<file path="src/rtl/cpu_ctrl_fsm.sv">
`default_nettype none
// ============================================================================
// Module      : cpu_ctrl_fsm
// Description : Multicycle control unit for the 16-bit CPU datapath.
//               Sequences fetch/decode/execute/memory/writeback and drives the
//               datapath mux selects plus PC/IR/regfile/memory strobes.
// Revision    : 1.0 - initial release
// ============================================================================
module cpu_ctrl_fsm (
    input  logic        clk,
    input  logic        rst,
    input  logic [15:0] i_instr,
    input  logic        i_zero,
    input  logic        i_mem_ready,
    output logic        o_addr_sel,
    output logic [1:0]  o_alu_b_sel,
    output logic [1:0]  o_wb_sel,
    output logic [1:0]  o_pc_src,
    output logic [1:0]  o_alu_op,
    output logic        o_ir_we,
    output logic        o_pc_we,
    output logic        o_reg_we,
    output logic        o_mem_re,
    output logic        o_mem_we,
    output logic        o_illegal,
    output logic        o_halted,
    output logic [3:0]  o_state
);

    localparam logic [3:0] c_FETCH    = 4'd0;
    localparam logic [3:0] c_DECODE   = 4'd1;
    localparam logic [3:0] c_EXEC     = 4'd2;
    localparam logic [3:0] c_WB       = 4'd3;
    localparam logic [3:0] c_MEM_ADDR = 4'd4;
    localparam logic [3:0] c_MEM_RD   = 4'd5;
    localparam logic [3:0] c_LW_WB    = 4'd6;
    localparam logic [3:0] c_MEM_WR   = 4'd7;
    localparam logic [3:0] c_BRANCH   = 4'd8;
    localparam logic [3:0] c_JUMP     = 4'd9;
    localparam logic [3:0] c_HALT     = 4'd10;

    localparam logic [1:0] c_ALU_ADD  = 2'd0;
    localparam logic [1:0] c_ALU_SUB  = 2'd1;

    logic [3:0] r_state;
    logic [3:0] w_next_state;
    logic [3:0] w_opcode;
    logic       w_is_rtype, w_is_addi, w_is_lw, w_is_sw, w_is_beq;
    logic       w_is_jmp, w_is_jal, w_is_hlt, w_is_legal;
    logic [1:0] w_exec_b_sel, w_exec_op;
    logic       w_addr_sel, w_ir_we, w_pc_we, w_reg_we, w_mem_re, w_mem_we;
    logic       w_illegal, w_halted;
    logic [1:0] w_alu_b_sel, w_wb_sel, w_pc_src, w_alu_op;
    logic       w_unused;

    // Opcode classification; the low 12 instruction bits belong to the datapath
    assign w_opcode   = i_instr[15:12];
    assign w_unused   = ^i_instr[11:0];
    assign w_is_rtype = (w_opcode[3:2] == 2'b00);
    assign w_is_addi  = (w_opcode == 4'h4);
    assign w_is_lw    = (w_opcode == 4'h5);
    assign w_is_sw    = (w_opcode == 4'h6);
    assign w_is_beq   = (w_opcode == 4'h7);
    assign w_is_jmp   = (w_opcode == 4'h8);
    assign w_is_jal   = (w_opcode == 4'h9);
    assign w_is_hlt   = (w_opcode == 4'hF);
    assign w_is_legal = w_is_rtype | w_is_addi | w_is_lw | w_is_sw | w_is_beq |
                        w_is_jmp | w_is_jal | w_is_hlt;

    // EXEC and WB share the ALU setup so the ALU result stays stable into WB
    assign w_exec_b_sel = w_is_addi ? 2'd1 : 2'd0;
    assign w_exec_op    = w_is_rtype ? w_opcode[1:0] : c_ALU_ADD;

    // State register: reset always lands in FETCH
    always_ff @(posedge clk) begin
        if (rst) begin
            r_state <= c_FETCH;
        end else begin
            r_state <= w_next_state;
        end
    end

    // Per-state output decode and next-state selection
    always_comb begin
        w_next_state = r_state;
        w_addr_sel   = 1'b0;
        w_alu_b_sel  = 2'd0;
        w_wb_sel     = 2'd0;
        w_pc_src     = 2'd0;
        w_alu_op     = c_ALU_ADD;
        w_ir_we      = 1'b0;
        w_pc_we      = 1'b0;
        w_reg_we     = 1'b0;
        w_mem_re     = 1'b0;
        w_mem_we     = 1'b0;
        w_illegal    = 1'b0;
        w_halted     = 1'b0;
        case (r_state)
            c_FETCH: begin
                w_mem_re = 1'b1;
                if (i_mem_ready) begin
                    w_ir_we      = 1'b1;
                    w_pc_we      = 1'b1;
                    w_next_state = c_DECODE;
                end
            end
            c_DECODE: begin
                if (w_is_rtype || w_is_addi)    w_next_state = c_EXEC;
                else if (w_is_lw || w_is_sw)    w_next_state = c_MEM_ADDR;
                else if (w_is_beq)              w_next_state = c_BRANCH;
                else if (w_is_jmp || w_is_jal)  w_next_state = c_JUMP;
                else if (w_is_hlt)              w_next_state = c_HALT;
                else                            w_next_state = c_FETCH;
                w_illegal = ~w_is_legal;
            end
            c_EXEC: begin
                w_alu_b_sel  = w_exec_b_sel;
                w_alu_op     = w_exec_op;
                w_next_state = c_WB;
            end
            c_WB: begin
                w_alu_b_sel  = w_exec_b_sel;
                w_alu_op     = w_exec_op;
                w_reg_we     = 1'b1;
                w_next_state = c_FETCH;
            end
            c_MEM_ADDR: begin
                w_alu_b_sel  = 2'd1;
                w_next_state = w_is_lw ? c_MEM_RD : c_MEM_WR;
            end
            c_MEM_RD: begin
                w_mem_re   = 1'b1;
                w_addr_sel = 1'b1;
                if (i_mem_ready) w_next_state = c_LW_WB;
            end
            c_LW_WB: begin
                w_reg_we     = 1'b1;
                w_wb_sel     = 2'd1;
                w_next_state = c_FETCH;
            end
            c_MEM_WR: begin
                w_mem_we   = 1'b1;
                w_addr_sel = 1'b1;
                if (i_mem_ready) w_next_state = c_FETCH;
            end
            c_BRANCH: begin
                w_alu_op     = c_ALU_SUB;
                w_pc_we      = i_zero;
                w_pc_src     = i_zero ? 2'd1 : 2'd0;
                w_next_state = c_FETCH;
            end
            c_JUMP: begin
                w_pc_we      = 1'b1;
                w_pc_src     = 2'd2;
                // JAL links the PC that FETCH already incremented
                w_reg_we     = w_is_jal;
                w_wb_sel     = w_is_jal ? 2'd2 : 2'd0;
                w_next_state = c_FETCH;
            end
            c_HALT: begin
                w_halted = 1'b1;
            end
            default: begin
                w_next_state = c_FETCH;
            end
        endcase
    end

    // Strobes are squashed during reset so an aborted access never commits
    assign o_ir_we     = w_ir_we   & ~rst;
    assign o_pc_we     = w_pc_we   & ~rst;
    assign o_reg_we    = w_reg_we  & ~rst;
    assign o_mem_re    = w_mem_re  & ~rst;
    assign o_mem_we    = w_mem_we  & ~rst;
    assign o_illegal   = w_illegal & ~rst;
    assign o_halted    = w_halted  & ~rst;
    assign o_addr_sel  = w_addr_sel;
    assign o_alu_b_sel = w_alu_b_sel;
    assign o_wb_sel    = w_wb_sel;
    assign o_pc_src    = w_pc_src;
    assign o_alu_op    = w_alu_op;
    assign o_state     = r_state;

endmodule
`default_nettype wire

</file>
<file path="config.mk">
export PLATFORM = sky130hd
export DESIGN_NAME = cpu_ctrl_fsm
export DESIGN_NICKNAME = d
export VERILOG_FILES = /design/src/rtl/cpu_ctrl_fsm.sv
export SDC_FILE = /design/constraint.sdc
export NUM_CORES = 1
export LEC_CHECK = 0
export ABC_CLOCK_PERIOD_IN_PS = 1200
export CAP_MARGIN = 5
export CORE_MARGIN = 2
export CORE_UTILIZATION = 30
export DETAILED_ROUTE_END_ITERATION = 10
export GPL_ROUTABILITY_DRIVEN = 0
export GPL_TIMING_DRIVEN = 0
export PLACE_DENSITY = 0.79
export SLEW_MARGIN = 30
export SYNTH_ARGS = -nofsm -noshare
export SYNTH_HDL_FRONTEND = slang
export SYNTH_SLANG_ARGS = --single-unit
</file>
<file path="constraint.sdc">
create_clock -name clk -period 1.2 [get_ports clk]
set_input_delay 0.18 -clock clk [delete_from_list [all_inputs] [get_ports clk]]
set_output_delay 0.18 -clock clk [all_outputs]
set_load 0.01 [all_outputs]
</file>
==> Word level (Yosys, flattened, before mapping) <==
Cells that the tools add are included.
{ "op_classes": {"bitwise_logic": 17, "n_eq_ne": 20, "reduce_logical": 10, "n_mux": 27} }
{ "op_table": {"columns": ["op", "count"], "rows": [
  ["4-bit by 3-bit equality test with 1-bit output (second input constant)", 8],
  ["4-bit two-way mux", 8],
  ["4-bit case mux with 7 select lines", 1],
  ["4-bit equality test (second input constant)", 6],
  ["2-bit case mux with 2 select lines", 3],
  ["1-bit two-way mux", 9],
  ["4-bit by 2-bit equality test with 1-bit output (second input constant)", 2],
  ["2-bit OR reduction", 4],
  ["1-bit bitwise AND", 7],
  ["1-bit bitwise OR", 7],
  ["2-bit two-way mux", 3],
  ["2-bit != test (second input constant)", 3],
  ["4-bit by 1-bit equality test with 1-bit output (second input constant)", 1],
  ["4-bit zero test", 1],
  ["1-bit case mux with 2 select lines", 2],
  ["4-bit AND reduction", 1],
  ["1-bit logical OR", 3],
  ["1-bit NOT", 3],
  ["1-bit case mux with 3 select lines", 1],
  ["2-bit zero test", 1]
]} }
{ "totals": {"inputBits": 20, "elab_cells": 75, "regBits": 4} }

==> Depth between registers and ports, before layout <==
Gate-level depths: netlist of the first run.
{ "logic_depth": {"ltp_word": 11, "mapped_depth": 6, "depth_no_buf": 4} }

==> Worst setup path after synthesis of the first run <==
Ideal clock, no wire load.
{ "synth_timing": {"path_type": "flip-flop to output port", "startpoint": "register r_state[3] (netlist: o_state[3])", "endpoint": "output o_pc_we", "path_buffers": 1, "setup_slack_ps": -259, "t_arrival_ps": 1279, "stages_incl_launch_ff": 5, "required_time_ps": 1020, "cell_sequence": "dfxtp_1 buf_2 o21ai_0 o21ai_0 nor4b_1"} }
{ "synth_via": {"elab_chain_len": 3, "elab_cells_between_ends": 5, "cone_classes": "eq/ne: 2; mux: 1; bitwise: 1; reduce/logical: 1"} }
{ "synth_rtl": {"columns": ["item", "line", "source"], "rows": [
  ["from (decl)", "45", "logic [3:0] r_state;"],
  ["from (signal assigned)", "77", "r_state <= c_FETCH;"],
  ["from (signal assigned)", "79", "r_state <= w_next_state;"],
  ["4-bit equality test / 4-bit zero test (equally long branches)", "98", "case (r_state)"],
  ["1-bit case mux with 3 select lines *", "98", null],
  ["1-bit bitwise AND *", "171", "assign o_pc_we = w_pc_we & ~rst;"],
  ["to (decl)", "21", "output logic o_pc_we,"]
]} }
Mark *: on every way between the ends. The rest lies on a longest branch, timed or not.

==> Final worst setup path of the first run <==
{ "layout_timing": {"startpoint": "register r_state[3] (netlist: o_state[3])", "endpoint": "output o_mem_re"} }
{ "layout_via": {"elab_chain_len": 4, "elab_cells_between_ends": 5, "cone_classes": "eq/ne: 1; mux: 1; bitwise: 1; reduce/logical: 2"} }
{ "layout_rtl": {"columns": ["item", "line", "source"], "rows": [
  ["4-bit by 3-bit equality test with 1-bit output / 4-bit zero test (equally long branches)", "98", null],
  ["2-bit OR reduction (no line) *", null, null],
  ["1-bit two-way mux *", "98", null],
  ["1-bit bitwise AND *", "173", "assign o_mem_re = w_mem_re & ~rst;"],
  ["to (decl)", "23", "output logic o_mem_re,"]
]} }
Marked as above.

==> results.toml, run 1 <==
[worst_setup_path]
crit_fanout = 7
startpoint_type = "register"
path_cells = "buf_4 > buf_8 > buf_4 > nor4_2 > buf_2"
cp_top_family = "buffers and inverters"
crit_required_ns = 1.02
worst_path_largest_cell_delay_ns = 0.37
crit_slowest_cell = "dfxtp_4"
crit_path_end_kind = "output port"
critPathMostFrequentCell = "buf_4"
critPathBufInv = 4
crit_type = "register to output port"
worstPathArrival_ns = 1.38

[cts]
clock-root-buffer = "clkbuf_4"
cts_made_buffers = 3
cts.sinks = 4
holdBufCountCts = 0
cts_buffer_depth = 2
clk_pin_slew_ns = 0.04
htree_levels = 1
clkLatencyLatePin_ns = 0.23
cts_tree = "yes"

[pwr]
vdd_drop_max_v = 0.000711
total_power_mw = 0.765
power_leakage_nw = 0.582
power_density_nw_per_um2 = 607

[cells_and_area]
area_delta_synth_final_pct = 131
fillers = 131
largest_reg_flops = 4
stdcell_count = 159
fin_util = 0.730
drive_above_1_share = 0.642
nNetsFinal = 156
fin_area_um2 = 1260
insertedDiodeCount = 0

[logic_synthesis]
synth_cells = 80
ys_async_sr_fraction = 0
synth_top_area_cell = "dfxtp_1"
ys_seq_elements = 4
syn_area_per_cell_um2 = 6.82
synth_common_cells = "12 x nor2_1, 8 x nand2b_1"
ys_warn_count = 0
syn_area_um2 = 546
synth_top_area_frac = 0.147
yosysMostFrequentCell = "nor2_1"
synth-edff-count = 0
synth_area_leaders = "dfxtp_1 15%, nand2b_1 9.2%, nor2_1 8.3%"
synth_nets = 100
ys_types = 33
synth-seq-area-share = 0.147
ys.flop_type = "dfxtp_1"

[floorplan]
dieArea_um2 = 2180
initial_core_util = 0.316
ios = 40
rows = 15
die_height_um = 46.6
core_um2 = 1730
die_w_um = 46.6

[global_route]
antenna_found_initial = 0
grt-ovfl-total = 0
grt_max_degree = 9
grt_pass1_vias = 798
grt_pass1_wl_um = 3820
grt_usage = 0.250

[timing]
tns_ns = -3.87
slew_violations = 0
rsz0062_at_grt = "true"
clock.fmax_mhz = 642
hold_viol_final = 0
fin_crit_sh = 1.30
finalClockSkew_ns = 0.000678
setup_slack_ns = -0.358
holdWs_ns = 0.411
setup_viol_count_final = 17
period_minus_slack_ns = 1.56

[detailed_routing]
drt-vias-per-instance = 5.27
drt_iter0_drc = 25
first_pass_iters = 4
drcViolationCount = 0
routedWlPerCell_um = 16.3
antenna_left = 0
routed_wl_um = 2590
num_vias = 838

[job]
cap_violations = 0

[run_status]
violations = "setup timing"
status = "complete, but fails checks"

[placed_design]
hpwlAfterDp_um = 1390
io_buffer_count = 26
place_ws_ns = -0.867
placed_area_um2 = 913
place_inst = 131

[worst_hold_path]
hold_class = "input pin to register"
==> logic make-up after synthesis <==
kind of cell / synth area share
simple gates: 0.450
compound gates: 0.273
buf+inv: 0.0917
flops: 0.147
xor+xnor: 0.0321
other cells: 0.00687
==> timing repair <==
action / 4_1_cts / 5_1_grt
buffers inserted: 20 / 5
cloned: 1 / 0
setup endpoints to repair: 23 / 20
pin swaps: 18 / 12
resized for setup: 105 / 23
==> report_power, final <==
part / internal (mW) / switching (mW)
registers: 0.141 / 0.0264
clock network: 0.112 / 0.0523
logic: 0.225 / 0.208
==> layout by cell type, fill, tap and decap left out, types with 4 or more instances in the layout <==
master and count:
buf_2 15, buf_4 19, buf_6 8, dfxtp_4 4
dlygate4sd2_1 8, nand2_1 4, nand2b_4 5, nor2_1 7
==> per-layer routing <==
| layer | wire (um) | vias to the layer above | global-route usage |
|---|---|---|---|
| met4 | 38 | 0 | 0.0833 |
| li1 | - | 400 | - |
| met2 | 1300 | 34 | 0.428 |
| met5 | 0 | - | 0 |
| met1 | 1130 | 400 | 0.309 |
| met3 | 125 | 4 | 0.0510 |
==> final cells by class <==
| type | instances | area, um^2 | area share |
|---|---|---|---|
| buffer | 6 | 87.6 | 0.0695 |
| timing repair buffer | 52 | 409 | 0.325 |
| multi-input combinational | 65 | 597 | 0.474 |
| tap | 25 | 31.3 | 0.0248 |
| sequential | 4 | 95.1 | 0.0755 |
| clock buffer | 3 | 22.5 | 0.0179 |
| inverter | 4 | 17.5 | 0.0139 |
==> final timing paths <==
path	startpoint	end	slack, ns	cells past startpoint
setup / recovery	o_state[3]	o_mem_re	-0.36	5
setup reg to reg	o_state[1]	o_state[1]	-0.16	5
hold reg to reg	o_state[1]	o_state[0]	0.70	2
hold / removal	rst	o_state[1]	0.41	2
No activity file was read; power rests on OpenSTA's default activity.
==> run 2, diff against run 1 <==
SLEW_MARGIN = 20   (was 30)
==> results of run 2 <==
Same layout as run 1: the final DEF is identical, and so are final timing and power.
==> run 3, diff against run 2 <==
--- a/config.mk
+++ b/config.mk
@@ -12,5 +12,5 @@
 export DETAILED_ROUTE_END_ITERATION = 10
 export GPL_ROUTABILITY_DRIVEN = 0
-export GPL_TIMING_DRIVEN = 0
+export GPL_TIMING_DRIVEN = 1
 export PLACE_DENSITY = 0.79
 export SLEW_MARGIN = 20
@@ -18,2 +18,3 @@
 export SYNTH_HDL_FRONTEND = slang
 export SYNTH_SLANG_ARGS = --single-unit
+export TNS_END_PERCENT = 5
==> constraint.sdc (replaced) <==
create_clock -name clk -period 1.2 [get_ports clk]
set_input_delay 0.24 -clock clk [delete_from_list [all_inputs] [get_ports clk]]
set_output_delay 0.24 -clock clk [all_outputs]
set_load 0.01 [all_outputs]
==> run 3 against run 2 <==
Effect of this change:
- the run still ends with setup timing left
- cell count rose by 4.4%
- final area is 4.7% lower
- die area unchanged
- worst hold slack better by 0.14 ns
- highest routed layer unchanged
==> results.toml, run 3 (synthesized netlist as in run 1, its figures left out) <==
[run_status]
status = "complete, but fails checks"
violations = "setup timing"

[timing]
slew_violations = 0
fin_crit_sh = 1.34
period_minus_slack_ns = 1.61
clock.fmax_mhz = 621
finalClockSkew_ns = 0.00167
rsz0062_at_grt = "true"
hold_viol_final = 0
setup_viol_count_final = 21
tns_ns = -4.84
setup_slack_ns = -0.409

[detailed_routing]
routedWlPerCell_um = 14.6
routed_wl_um = 2420
num_vias = 848
drcViolationCount = 0
first_pass_iters = 4
antenna_left = 0
drt-vias-per-instance = 5.11
drt_iter0_drc = 24

[placed_design]
place_inst = 155
hpwlAfterDp_um = 1620
place_ws_ns = -0.837
io_buffer_count = 26

[cells_and_area]
mostFrequentLayoutCell = "buf_4"
regArea_um2 = 95.1
fillers = 149
area_delta_synth_final_pct = 120
nNetsFinal = 163
drive_above_1_share = 0.596
stdcell_count = 166
largest_reg_flops = 4
insertedDiodeCount = 0
fin_util = 0.696
multi_input_area_um2 = 510
final_cell_mix = "32 x buf_4, 12 x buf_2, 10 x nor2_1"

[cts]
clock-root-buffer = "clkbuf_4"
cts_tree = "yes"
clk_pin_slew_ns = 0.04
clkLatencyLatePin_ns = 0.23
htree_levels = 1
cts.sinks = 4
cts_buffer_depth = 2
cts_made_buffers = 3

[worst_setup_path]
worstPathArrival_ns = 1.37
crit_required_ns = 0.96
path_cells = "nand2b_4 > nor2_4 > nand4_1 > buf_4 > a21oi_2 > buf_2"
cp_top_family = "simple AND/OR/NAND/NOR gates"
critPathBufInv = 2
startpoint_type = "register"
crit_fanout = 7
worst_path_largest_cell_delay_ns = 0.36
crit_slowest_cell = "dfxtp_4"
crit_path_end_kind = "output port"
crit_type = "register to output port"

[pwr]
power_density_nw_per_um2 = 613
power_leakage_nw = 0.548
vdd_drop_max_v = 0.000680

[global_route]
grt_usage = 0.238
antenna_found_initial = 0
grt_pass1_wl_um = 3720
grt_max_degree = 9
grt_pass1_vias = 818
grt-ovfl-total = 0

[floorplan]
core_um2 = 1730
die_height_um = 46.6
initial_core_util = 0.316
rows = 15
dieArea_um2 = 2180
die_w_um = 46.6
ios = 40

[job]
cap_violations = 0

[worst_hold_path]
hold_class = "input pin to register"
## run 3: worst reg2reg max path, stage by stage (launching register included)
cell,delay [ns]
dfxtp_4,0.36
nand2b_4,0.16
buf_4,0.14
buf_4,0.12
buf_6,0.12
a2111oi_4,0.20
a211oi_2,0.13
o41ai_2,0.27
## run 3: routing by layer
| metal | part of all wire | global-route usage | vias to the layer above |
|---|---|---|---|
| li1 | - | - | 411 |
| met1 | 0.41 | 0.289 | 407 |
| met2 | 0.54 | 0.431 | 28 |
| met3 | 0.043 | 0.0431 | 2 |
| met4 | 0.011 | 0.0556 | 0 |
| met5 | 0 | 0 | - |
## run 3: what timing repair did
action / 4_1_cts / 5_1_grt
gates resized for setup: 97 / 4
buffers inserted: 8 / 0
setup endpoints to repair: 23 / 22
pin swaps: 12 / 3
hold buffers: 0 / 0
## run 3: metrics by stage
stage                     instance area (um^2)  hold WS [ns]  total power, mW
after floorplan                            613         0.342            0.336
after global placement                    1090         0.592            0.525
after detailed placement                  1090         0.590            0.533
after CTS                                 1180         0.541            0.723
after global routing                      1200         0.564            0.783
final                                     1200         0.552            0.736
## run 3: path summary, 6_finish.rpt
check / startpoint / to / slack [ns] / cells past startpoint
hold / removal: rst / o_state[3] / 0.55 / 3
hold reg to reg: o_state[2] / o_state[3] / 0.59 / 2
setup / recovery: o_state[1] / o_reg_we / -0.41 / 6
setup reg to reg: o_state[1] / o_state[1] / -0.40 / 7
## run 3: layout make-up
cell class | instances | area share
well taps | 25 | 0.0260
flip-flops and latches | 4 | 0.0792
repair buffers | 65 | 0.439
multi-input cells | 65 | 0.425
inverters | 4 | 0.0125
clock buffers | 3 | 0.0188
## run 3: power by group
| group | switching (mW) | internal [mW] |
|---|---|---|
| Sequential | 0.0238 | 0.141 |
| Combinational | 0.184 | 0.223 |
| Clock | 0.0520 | 0.112 |
| Total | 0.260 | 0.476 |
==> variant, RTL diff (config.mk and constraints of run 3) <==
Make the reset (`rst`) asynchronous in one clocked block.
--- a/src/rtl/cpu_ctrl_fsm.sv
+++ b/src/rtl/cpu_ctrl_fsm.sv
@@ -72,7 +72,7 @@
     assign w_exec_op    = w_is_rtype ? w_opcode[1:0] : c_ALU_ADD;
 
     // State register: reset always lands in FETCH
-    always_ff @(posedge clk) begin
+    always_ff @(posedge clk or posedge rst) begin
         if (rst) begin
             r_state <= c_FETCH;
         end else begin
Formal check against the unedited RTL: differs if rst is asserted again (counterexample within 4 cycles, from zero or initial values and one cycle with rst high); with rst held inactive, the same outputs for 10 cycles.
==> variant against run 3 <==
  * Area after synthesis rose by 1.4%
  * Setup slack got worse by 79 ps
  * Design area is 4.7% higher
  * Count of clock-buffer cells in the layout stayed put
  * Sequential cell count unchanged
  * Sequential share of layout area up 0.44 points
  * Largest cell class unchanged
  * The run still ends with setup timing left
  * Wire length grew 4.3%
  * Maximum frequency fell by 4.7%
Power is left out: it rests on default switching activity, and per cell area and clock period it moved more than threefold.
==> variant: results (changes against run 3) <==
{
  "routed_via_density": {"value": 5.247, "change": "+2.7%"},
  "hold-worst-slack": {"value": 356.9, "unit": "ps", "change": "-194.6 ps"},
  "post_placement_cell_area": {"value": 0.001077, "unit": "mm2", "change": "-1.4%"},
  "finalWirelength": {"value": 2.521, "unit": "mm", "change": "+4.3%"},
  "arrival": {"value": 1450, "unit": "ps", "change": "+80 ps"},
  "use_met1": {"value": 0.2917, "change": "+0.002983"},
  "final_layout_fill_cell_count": {"value": 130, "change": "-13%"},
  "numPlacedInstances": {"value": 151, "change": "-2.6%"},
  "synth_compound_gate_area_share": {"value": 0.2036, "change": "-0.06932"},
  "drt_first_iter_violations": {"value": 19, "change": "-21%"},
  "startpoint_of_the_worst_register_to_register_path": "o_state[2]",
  "worstRegToRegCells": {"value": 6, "change": "-1"},
  "dp.final_hpwl": {"value": 1.599, "unit": "mm", "change": "-1.1%"},
  "port_buffers": {"value": 26, "change": "unchanged"},
  "synthXorXnorAreaFrac": {"value": 0.03167, "change": "-0.0004359"},
  "grt_pass1_wl": {"value": 4.008, "unit": "mm", "change": "+7.8%"},
  "status": "finished with violations",
  "final-setup-viol-count": {"value": 19, "change": "-9.5%"},
  "grt_max_degree": {"value": 11, "change": "+2"},
  "failing_checks": "setup timing",
  "top_fanout_value_on_the_critical_path": {"value": 8, "change": "+1"},
  "proportion_of_register_bits_with_asynchronous_set_or_reset_after_synthesis": {"value": 1.000, "change": "+1.000"},
  "timing.rr.end": "o_state[1]",
  "grt_pass1_vias": {"value": 889, "change": "+8.7%"},
  "final_cells": {"value": 162, "change": "-2.4%"},
  "syn_nets": {"value": 96, "change": "-4.0%"},
  "clock_skew": {"value": 1.658, "unit": "ps", "change": "-0.009600 ps"},
  "dp_slack": {"value": -899.9, "unit": "ps", "change": "-63.18 ps"},
  "setup_total_negative_slack": {"value": -6657, "unit": "ps", "change": "-1814 ps"},
  "track_usage": {"value": 0.2600, "change": "+0.02166"},
  "synth_seq_area_share": {"value": 0.1810, "change": "+0.03421"},
  "globalRouteMet2Util": {"value": 0.4630, "change": "+0.03246"},
  "drive_gt1_frac": {"value": 0.6642, "change": "+0.06849"},
  "synthesis.area_per_instance": {"value": 7.277, "unit": "um2", "change": "+6.7%"},
  "reg2reg_slack": {"value": -270, "unit": "ps", "change": "+130 ps"},
  "groute.layer.met3.usage": {"value": 0.02692, "change": "-0.01621"},
  "worstHoldPathType": "input pin to asynchronous set/reset pin",
  "synth.mux.area_fraction": {"value": 0.02036, "change": "+0.02036"},
  "setup_ws": {"value": -487.9, "unit": "ps", "change": "-78.60 ps"}
}
[variant: cell count changes after synthesis, sizes merged, moves of 3 or more]
cell           run 3  this run
nor2              12         4
nand2b             8         1
nand3              2         8
nor2b              1         6
dfrtp              0         4
dfxtp              4         0
and3               1         4
nor3               4         1
[variant: logic make-up after synthesis]
kind of cell	after synthesis
multiplexers	1
AO/OA/AOI/OAI	16
buffers and inverters	12
AND/OR/NAND/NOR	40
other	1
XOR/XNOR	2
flip-flops	4
[variant: area by class of cell]
class	instances	area, um2	area share
multi-input cells	60	533.0	0.4239
flip-flops and latches	4	105.1	0.08358
clock buffers	3	22.52	0.01791
well taps	25	31.28	0.02488
repair buffers	65	541.8	0.4308
inverters	5	23.77	0.01891
[variant: what timing repair did]
| item | CTS | global route |
|---|---|---|
| gates resized for setup | 112 | 9 |
| buffers inserted | 8 | 0 |
| pin swaps | 7 | 4 |
| setup endpoints to repair | 23 | 23 |
[variant: worst max path at each step]
stage | endpoint | cells after the start
6_report | o_alu_b_sel[0] | 6
5_1_grt | o_alu_b_sel[0] | 5
4_1_cts | o_alu_b_sel[0] | 5
3_5_place_dp | o_reg_we | 5
3_3_place_gp | o_reg_we | 5
2_1_floorplan | o_pc_we | 4
[variant: layer usage]
metal	vias to the layer above	part of all wire	wire (um)
met2	43	0.50	1262
li1	401	-	-
met1	394	0.40	1021
met3	12	0.042	105
met5	-	0	0
met4	0	0.052	132
[variant: critical path: stages (launching register included)]
cell	delay, ps
dfrtp_2	480
buf_6	160
buf_6	110
buf_6	120
a22oi_2	140
nor2_1	50
buf_2	130
